**src/rtl/mic_frame_reader_pkg.sv**
```systemverilog
// Shared types and geometry helpers for the mic-array frame stream.
package mic_frame_reader_pkg;

  typedef enum logic [1:0] {
    IDLE,
    READ,
    DRAIN
  } state_t;

  localparam int DEF_ADDR_WIDTH     = 12;
  localparam int DEF_CHANNELS_WIDTH = 3;
  localparam int DEF_HALF_SIZE      = 1 << DEF_ADDR_WIDTH;
  localparam int DEF_SAMPLES_PER_CH =
    1 << (DEF_ADDR_WIDTH - DEF_CHANNELS_WIDTH);

  function automatic int half_size(input int aw);
    return 1 << aw;
  endfunction

  function automatic int samples_per_ch(input int aw, input int cw);
    return 1 << (aw - cw);
  endfunction

endpackage

```
**src/rtl/mic_skid_fifo.sv**
```systemverilog
// Two-entry valid/ready FIFO carrying {last, channel, data}.
module mic_skid_fifo
  import mic_frame_reader_pkg::*;
#(
  parameter int WIDTH = 20
) (
  input  logic             clk,
  input  logic             resetn,
  input  logic             flush,
  input  logic             push,
  input  logic [WIDTH-1:0] push_data,
  output logic             valid,
  input  logic             ready,
  output logic [WIDTH-1:0] data,
  output logic [1:0]       count
);

  logic [WIDTH-1:0] mem [2];
  logic             wr_ptr;
  logic             rd_ptr;
  logic             pop;

  assign valid = (count != 2'd0);
  assign pop   = valid && ready;
  assign data  = mem[rd_ptr];

  // Flush beats a same-cycle push so stale returns never surface.
  always_ff @(posedge clk) begin
    if (!resetn) begin
      mem[0] <= '0;
      mem[1] <= '0;
      wr_ptr <= 1'b0;
      rd_ptr <= 1'b0;
      count  <= 2'd0;
    end else if (flush) begin
      wr_ptr <= 1'b0;
      rd_ptr <= 1'b0;
      count  <= 2'd0;
    end else begin
      if (push) begin
        mem[wr_ptr] <= push_data;
        wr_ptr      <= !wr_ptr;
      end
      if (pop) rd_ptr <= !rd_ptr;
      count <= count + {1'b0, push} - {1'b0, pop};
    end
  end

endmodule

```
**src/rtl/mic_frame_reader.sv**
```systemverilog
// Reads each completed ping-pong half and streams it out
// tagged with channel and end-of-frame.
module mic_frame_reader
  import mic_frame_reader_pkg::*;
#(
  parameter int DATA_WIDTH      = 16,
  parameter int ADDR_WIDTH      = 12,
  parameter int CHANNELS        = 8,
  parameter int CHANNELS_WIDTH  = $clog2(CHANNELS),
  parameter int FRAME_CNT_WIDTH = 16
) (
  input  logic                       clk,
  input  logic                       resetn,
  input  logic                       enable,
  input  logic                       buffer_selector,
  output logic                       read_en,
  output logic [ADDR_WIDTH-1:0]      addr_out,
  input  logic [DATA_WIDTH-1:0]      data_in,
  output logic                       m_valid,
  input  logic                       m_ready,
  output logic [DATA_WIDTH-1:0]      m_data,
  output logic [CHANNELS_WIDTH-1:0]  m_channel,
  output logic                       m_last,
  output logic                       frame_done,
  output logic [FRAME_CNT_WIDTH-1:0] frame_count,
  output logic                       overrun,
  input  logic                       overrun_clr
);

  localparam int FW = 1 + CHANNELS_WIDTH + DATA_WIDTH;
  localparam logic [ADDR_WIDTH-1:0] LAST_ADDR =
    ADDR_WIDTH'(half_size(ADDR_WIDTH) - 1);

  state_t                    state;
  state_t                    state_nx;
  logic                      sel_q;
  logic                      tog;
  logic                      over;
  logic [ADDR_WIDTH-1:0]     rd_addr;
  logic                      inflight;
  logic                      tag_last;
  logic [CHANNELS_WIDTH-1:0] tag_ch;
  logic                      fifo_valid;
  logic [FW-1:0]             fifo_data;
  logic [1:0]                fifo_count;
  logic                      pop;
  logic [1:0]                slots;

  assign tog   = buffer_selector ^ sel_q;
  assign over  = tog && (state != IDLE);
  assign pop   = fifo_valid && m_ready;
  assign slots = fifo_count + {1'b0, inflight} - {1'b0, pop};

  always_ff @(posedge clk) begin
    if (!resetn) state <= IDLE;
    else         state <= state_nx;
  end

  always_comb begin
    state_nx = state;
    unique case (state)
      IDLE:
        if (tog && enable) state_nx = READ;
      READ:
        if (tog) state_nx = READ;
        else if (read_en && rd_addr == LAST_ADDR)
          state_nx = DRAIN;
      DRAIN:
        if (tog) state_nx = READ;
        else if (fifo_count == 2'd0 && !inflight)
          state_nx = IDLE;
      default: state_nx = IDLE;
    endcase
  end

  // Reads are held off in the toggle cycle; that word would be discarded.
  always_comb begin
    read_en = 1'b0;
    if (state == READ && !tog && slots < 2'd2)
      read_en = 1'b1;
  end

  assign addr_out = rd_addr;

  always_ff @(posedge clk) begin
    if (!resetn) begin
      sel_q       <= buffer_selector;
      rd_addr     <= '0;
      inflight    <= 1'b0;
      tag_last    <= 1'b0;
      tag_ch      <= '0;
      frame_count <= '0;
      overrun     <= 1'b0;
    end else begin
      sel_q    <= buffer_selector;
      inflight <= read_en;
      if (read_en) begin
        tag_last <= (rd_addr == LAST_ADDR);
        tag_ch   <= rd_addr[ADDR_WIDTH-1 -: CHANNELS_WIDTH];
      end
      if (tog)
        rd_addr <= '0;
      else if (read_en)
        rd_addr <= rd_addr + ADDR_WIDTH'(1);
      if (frame_done)
        frame_count <= frame_count + FRAME_CNT_WIDTH'(1);
      if (over)
        overrun <= 1'b1;
      else if (overrun_clr)
        overrun <= 1'b0;
    end
  end

  mic_skid_fifo #(
    .WIDTH (FW)
  ) u_fifo (
    .clk       (clk),
    .resetn    (resetn),
    .flush     (over),
    .push      (inflight),
    .push_data ({tag_last, tag_ch, data_in}),
    .valid     (fifo_valid),
    .ready     (m_ready),
    .data      (fifo_data),
    .count     (fifo_count)
  );

  assign m_valid = fifo_valid;
  assign {m_last, m_channel, m_data} = fifo_data;
  assign frame_done = pop && m_last;

endmodule
```
**config.mk**
```make
export PLATFORM = sky130hd
export DESIGN_NAME = mic_frame_reader
export DESIGN_NICKNAME = d
export VERILOG_FILES = /design/src/rtl/mic_frame_reader_pkg.sv /design/src/rtl/mic_skid_fifo.sv /design/src/rtl/mic_frame_reader.sv
export SDC_FILE = /design/constraint.sdc
export NUM_CORES = 1
export LEC_CHECK = 0
export ABC_AREA = 1
export BUFFER_PORTS_ARGS = -buffer_cell sky130_fd_sc_hd__clkbuf_2
export CAP_MARGIN = 25
export CORE_UTILIZATION = 55
export CTS_CLUSTER_DIAMETER = 200
export DETAILED_ROUTE_END_ITERATION = 16
export PLACE_DENSITY = 0.89
export SKIP_CTS_REPAIR_TIMING = 1
export SYNTH_ARGS = -nofsm -noshare
export SYNTH_HDL_FRONTEND = slang
export SYNTH_SLANG_ARGS = --single-unit
```
**constraint.sdc**
```tcl
create_clock -name clk -period 3 [get_ports clk]
set_input_delay 0.15 -clock clk [delete_from_list [all_inputs] [get_ports clk]]
set_output_delay 0.15 -clock clk [all_outputs]
set_load 0.02 [all_outputs]
```
# Word-level counts from Yosys, hierarchy flattened
# Memory sizes are Yosys's and may differ from the RTL's. A register that Yosys moved wholly into a read port is not among the register bits.
# Cells that the tools add are included.
# Widths: inputs -> output; s select.
classes:
  n_addsub: 4
  n_mul: 0
  div_mod_pow: 0
  n_lt_le_gt_ge: 1
  n_eq_ne: 6
  n_shift: 0
  muxes: 19
  bitwise: 2
  n_reduce_logical: 21
ops:
  columns: ["op", "n"]
  rows:
  - ["$mux 20", 1]
  - ["$reduce_or 20->1", 1]
  - ["$add 16x1->16 const B", 1]
  - ["$add 12x1->12 const B", 1]
  - ["$eq 12x12->1 const B", 1]
  - ["$mux 1", 12]
  - ["$mux 2", 5]
  - ["$logic_and 1x1->1", 8]
  - ["$ne 3x3->1 const B", 2]
  - ["$pmux 2 s3", 1]
  - ["$reduce_bool 2->1", 3]
  - ["$logic_not 1->1", 4]
  - ["$logic_not 2->1", 2]
  - ["$reduce_or 2->1", 2]
  - ["$reduce_and 3->1", 1]
  - ["$add 2x1->2", 1]
  - ["$eq 2x1->1 const B", 1]
  - ["$eq 2x2->1 const B", 1]
  - ["$lt 2x2->1 const B", 1]
  - ["$ne 2x2->1 const B", 1]
  - ["$sub 2x1->2", 1]
  - ["$not 1->1", 1]
  - ["$xor 1x1->1", 1]
word_totals:
  reg_bits: 41
  latch_bits: 0
  ram_bits: 40
  mem_bits_ro: 0
  n_memories: 1
memory_table:
  columns: ["memory", "depth", "width", "rd", "rd_ports_with_merged_regs", "wr", "line", "source"]
  rows:
  - ["u_fifo.mem", 2, 20, 1, 1, 2, "mic_skid_fifo.sv:18", "logic [WIDTH-1:0] mem [2];"]

# Longest topological paths before layout
logic_depth:
  depth_word: 10
  mapped_depth: 13

# Cells and area by module
# A second synthesis with hierarchy kept.
hier_totals:
  cells_unflattened: 446
  area_unflattened_um2: 3995.1
by_module_without_submodules:
  columns: ["module", "n_inst", "cells_each", "area_per_inst_um2", "seq_area_each_um2"]
  rows:
  - ["mic_skid_fifo", 1, 164, 2045.7, 1301.2]
  - ["mic_frame_reader", 1, 282, 1949.4, 740.7]

# Worst setup path after synthesis
# Ideal clock, no wire load.
synth_path:
  kind: "register to register"
  start: "reg u_fifo.count[1]"
  end: "reg tag_ch[0]"
  arrival_time_ps: 1780
  required_time_ps: 2930
  path_slack_ps: 1150
  stages_incl_launch_ff: 13
  synth_period_minus_slack_ps: 1850
  path_cell_list: "dfxtp_1 -> o21a_2 -> ha_1 -> inv_1 -> ha_1 -> inv_1 -> nand2_1 -> nand2_1 -> nand2_2 -> a21oi_4 -> buf_6 -> nand2_1 -> a21oi_1"
synth_via:
  elab_chain_cells: 6
synth_lines:
  columns: ["item", "line", "source"]
  rows:
  - ["from (decl)", "mic_skid_fifo.sv:15", "output logic [1:0] count"]
  - ["from (signal assigned)", "mic_skid_fifo.sv:45", "count <= count + {1'b0, push} - {1'b0, pop};"]
  - ["$reduce_bool 2->1", "mic_skid_fifo.sv:23", "assign valid = (count != 2'd0);"]
  - ["$logic_and 1x1->1", "mic_frame_reader.sv:51", "assign pop = fifo_valid && m_ready;"]
  - ["named net pop", "mic_frame_reader.sv:46", "logic pop;"]
  - ["$sub 2x1->2", "mic_frame_reader.sv:52", "assign slots = fifo_count + {1'b0, inflight} - {1'b0, pop};"]
  - ["$lt 2x2->1", "mic_frame_reader.sv:79", "if (state == READ && !tog && slots < 2'd2)"]
  - ["$logic_and 1x1->1", "mic_frame_reader.sv:79", null]
  - ["$mux 1", "mic_frame_reader.sv:79", null]
  - ["named net read_en", "mic_frame_reader.sv:16", "output logic read_en,"]
  - ["to (signal assigned)", "mic_frame_reader.sv:99", "tag_ch <= rd_addr[ADDR_WIDTH-1 -: CHANNELS_WIDTH];"]
  - ["to (decl)", "mic_frame_reader.sv:42", "logic [CHANNELS_WIDTH-1:0] tag_ch;"]
# The timed path passes the listed nets, and every way through them passes these cells.
# A chain may end at the register's enable or synchronous reset.

# Final worst setup path
layout_path:
  start: "reg u_fifo.count[1]"
  end: "out read_en"
layout_via:
  elab_chain_cells: 6
layout_lines:
  columns: ["item", "line"]
  rows:
  - ["$reduce_bool 2->1", "mic_skid_fifo.sv:23"]
  - ["$logic_and 1x1->1", "mic_frame_reader.sv:51"]
  - ["named net pop", "mic_frame_reader.sv:46"]
  - ["$sub 2x1->2", "mic_frame_reader.sv:52"]
  - ["$lt 2x2->1", "mic_frame_reader.sv:79"]
  - ["$logic_and 1x1->1", "mic_frame_reader.sv:79"]
  - ["$mux 1", "mic_frame_reader.sv:79"]
  - ["to (decl)", "mic_frame_reader.sv:16"]
# The timed path passes the listed nets, and every way through them passes these cells.

==> metrics.md <==
| Metric | Value |
|---|---|
| Min Hold Slack | 0.0981 ns |
| Compound-cell area share of the yosys netlist | 0.0591 |
| Net Switching | 604 uW |
| Sequential share of power | 0.534 |
| Syn avg cell area | 8.47 sq um |
| TritonRoute pass-1 iters | 5 |
| Setup CP Type | reg2out |
| WL per Instance | 12.2 um |
| Antenna-violating nets left | 0 |
| RSZ-0062 raised after global routing | false |
| Adder-Cell Fraction of Synth Area | 0.0127 |
| Setup TNS | 0 ns |
| Total CTS buffers | 9 |
| Synth top area share | 0.305 |
| Fill cells | 548 |
| Via count | 3,217 |
| Unique masters post-synth | 33 |
| Fin crit period | 2.46 ns |
| Number of nets in the layout | 569 |
| Layout area overhead | 16.6% |
| GRT Overall Usage | 0.223 |
| Worst Hold Class | in2reg |
| IO Pins | 74 |
| Crit path arrival time | 2.31 ns |
| Die X | 86.6 um |
| Clock power share | 0.353 |
| Crit-path max cell delay | 0.35 ns |
| CP Buf/Inv Count | 3 |
| Post-route clock skew | 0.00760 ns |
| Status | finished clean |
| Die Height | 86.6 um |
| Critical Path, Cell by Cell | o21a_2, ha_1, inv_1, ha_1, inv_1, nand2_1, nand2_1, nand2_2, a21oi_4, clkbuf_2 |
| Fin util | 0.669 |
| Setup violators final | 0 |
| Antenna violations before repair | 0 |
| Logic pwr share | 0.113 |
| CTS max path bufs | 2 |
| PwrDens | 499 nW/um^2 |
| Cell Area, Synth | 3940 sq um |
| Fin. Hold Viols | 0 |
| Share of cells above drive strength 1 | 0.254 |
| Residual DRC | 0 |
| Slew Limit Fails | 0 |
| Root buf cell | clkbuf_8 |
| Register area share after synthesis | 0.518 |
| Placed cell areas | 4380 sq um |
| Leak pwr | 0.00200 uW |
| Fmax | 407 MHz |
| Initial Utilization | 0.574 |
| Final WS setup | 0.542 ns |
| Htree depth | 3 |
| Max-cap violations | 0 |
| Fin area | 4600 sq um |
| Max rail drop VDD | 0.245 mV |
| IO buf count | 73 |
| Internal power consumption | 1690 uW |
| Mux share of post-synthesis cell area | 0.0543 |
| Register area | 2040 sq um |
| Sw Share | 0.263 |
| Syn nets | 491 |
| Critical Path RT | 2.85 ns |
| Die ar. | 7510 sq um |
| Drt total wl | 7840 um |
| Final worst-path cycle share | 0.819 |
| Gpl congestion | 0.824 |
| FF+latch count, synth | 82 |
| CP max-delay cell | dfxtp_1 |
| Vias in the first global route | 2,991 |
| Largest family of logic cells by synthesized area | simple AND/OR/NAND/NOR gates |
| Synth top area cells | edfxtp_1, dfxtp_1, nand2_1 |
| Drt via density | 5.00 |
| Worst Setup End Kind | output port |
| Syn Inst Count | 465 |
| Slew @ Worst Pin | 0.430 ns |
| Pre-CTS worst setup slack | 0.924 ns |
| Placeable Area | 6870 sq um |
| CP max FO | 14 |
| Startpoint Class | register |
| YS warnings | 0 |
| Multi-input logic area | 1570 sq um |
| FP Rows | 30 |
| Clk slew on worst S/H paths | 0.09 ns |
| Simple-Gate Fraction of Synth Area | 0.255 |
| Slew margin rel. | 0.713 |
| CTS tree | yes |
| Remaining global-route overflow | 0 |
| Diode count | 0 |
| Xor and xnor area share after synthesis | 0.0178 |
| Pin count of the biggest net entering global routing | 22 |
| 1st-iter DRT viols | 187 |
| First-pass GRT wire length | 13,000 um |
| Hpwl dp | 5500 um |
| Cell taking the most area after synthesis | edfxtp_1 |
| R2R Setup Slk | 0.93 ns |
| Cell family with most CP delay | compound AO/OA/AOI/OAI gates |
| Sink Count | 82 |
| Clk Latency, worst-skew pair | 0.35 ns |
power by group through the flow:
stage	logic, uW	clock network (uW)	registers (uW)
2_1_floorplan	189	0	1250
3_3_place_gp	251	0	1250
3_5_place_dp	259	0	1250
4_1_cts	261	819	1220
5_1_grt	287	865	1230
6_report	259	810	1220
worst min-delay path, delay by kind of cell:
family          cells  cell delay (ns)
simple gates        1             0.07
buf+inv             2             0.13
compound gates      1             0.05
cells in the final DEF (no fill, tap or decap), drive strengths merged:
cell / Yosys / final
nand2: 110 / 110
nor2: 96 / 96
clkbuf: 0 / 82
inv: 65 / 66
dfxtp: 42 / 42
edfxtp: 40 / 40
a21oi: 26 / 26
mux2: 19 / 19
nand3: 19 / 19
o21ai: 12 / 12
nand4: 6 / 6
xor2: 5 / 5
buf: 12 / 5
ha: 4 / 4
xnor2: 3 / 3
clkinv: 0 / 3
nor3: 2 / 2
clkinvlp: 0 / 2
o21a: 1 / 1
or2: 1 / 1
a31oi: 1 / 1
a211oi: 1 / 1
bufinv: 0 / 1
dlygate4sd3: 0 / 1
cells by family (layout without fill, tap and decap cells):
logic type / count (synthesis) / count (layout)
and+or+nand+nor: 234 / 234
DFF: 82 / 82
xor gates and xnor gates: 8 / 8
muxes: 19 / 19
buffers and inverters: 77 / 160
AOI/OAI and AO/OA: 41 / 41
adders and majority gates: 4 / 4
layout make-up:
cell class,instances,share of cell area
clock buffer,9,0.0270
sequential,82,0.444
multi-input combinational,306,0.342
clock inverter,7,0.0172
timing repair buffer,79,0.0898
tap,96,0.0261
inverter,65,0.0536
sequential cells by signal (all words and copies together), names as in the netlist, named ones only:
name,cells
frame_count,16
state,2
u_fifo.wr_ptr,1
u_fifo.rd_ptr,1
u_fifo.count,2
addr_out,12
tag_ch,3
tag_last,1
u_fifo.mem,40
sel_q,1
overrun,1
inflight,1
through the flow:
step | power, uW | cells
final | 2290 | 644
after global placement | 1500 | 627
after detailed placement | 1510 | 627
after floorplan | 1430 | 465
after global routing | 2380 | 644
after CTS | 2310 | 643
synth_stat cells:
cell type / instances
inv_2: 4
nand2_2: 3
xnor2_1: 3
inv_4: 1
dfxtp_1: 42
a31oi_1: 1
nand3_2: 3
buf_4: 1
xor2_1: 5
o21ai_0: 9
a211oi_2: 1
a21oi_4: 1
nor2_4: 3
edfxtp_1: 40
nand3_1: 15
nor3_1: 2
inv_1: 60
buf_1: 1
nor2_2: 4
o21ai_2: 1
buf_2: 7
ha_1: 4
nand3_4: 1
o21ai_1: 2
nand2_4: 2
buf_6: 3
mux2_2: 19
nand4_1: 6
a21oi_1: 25
nor2_1: 89
nand2_1: 105
or2_2: 1
o21a_2: 1
per-layer routing:
layer  global-route usage  wire, um  up-vias  share of wire
li1                     -         -     1631              -
met5                    0         0        -              0
met2                0.390      3900      108           0.50
met3               0.0467       483       10          0.062
met4               0.0773        92        0          0.012
met1                0.273      3360     1468           0.43
worst paths after layout:
check / start / end / cells past startpoint
hold reg to reg: tag_last / tag_last / 2
hold / removal: overrun_clr / overrun / 4
setup / recovery: u_fifo.count[1] / read_en / 10
setup reg to reg: u_fifo.count[1] / addr_out[9] / 12
No activity file was read; power rests on OpenSTA's default activity.
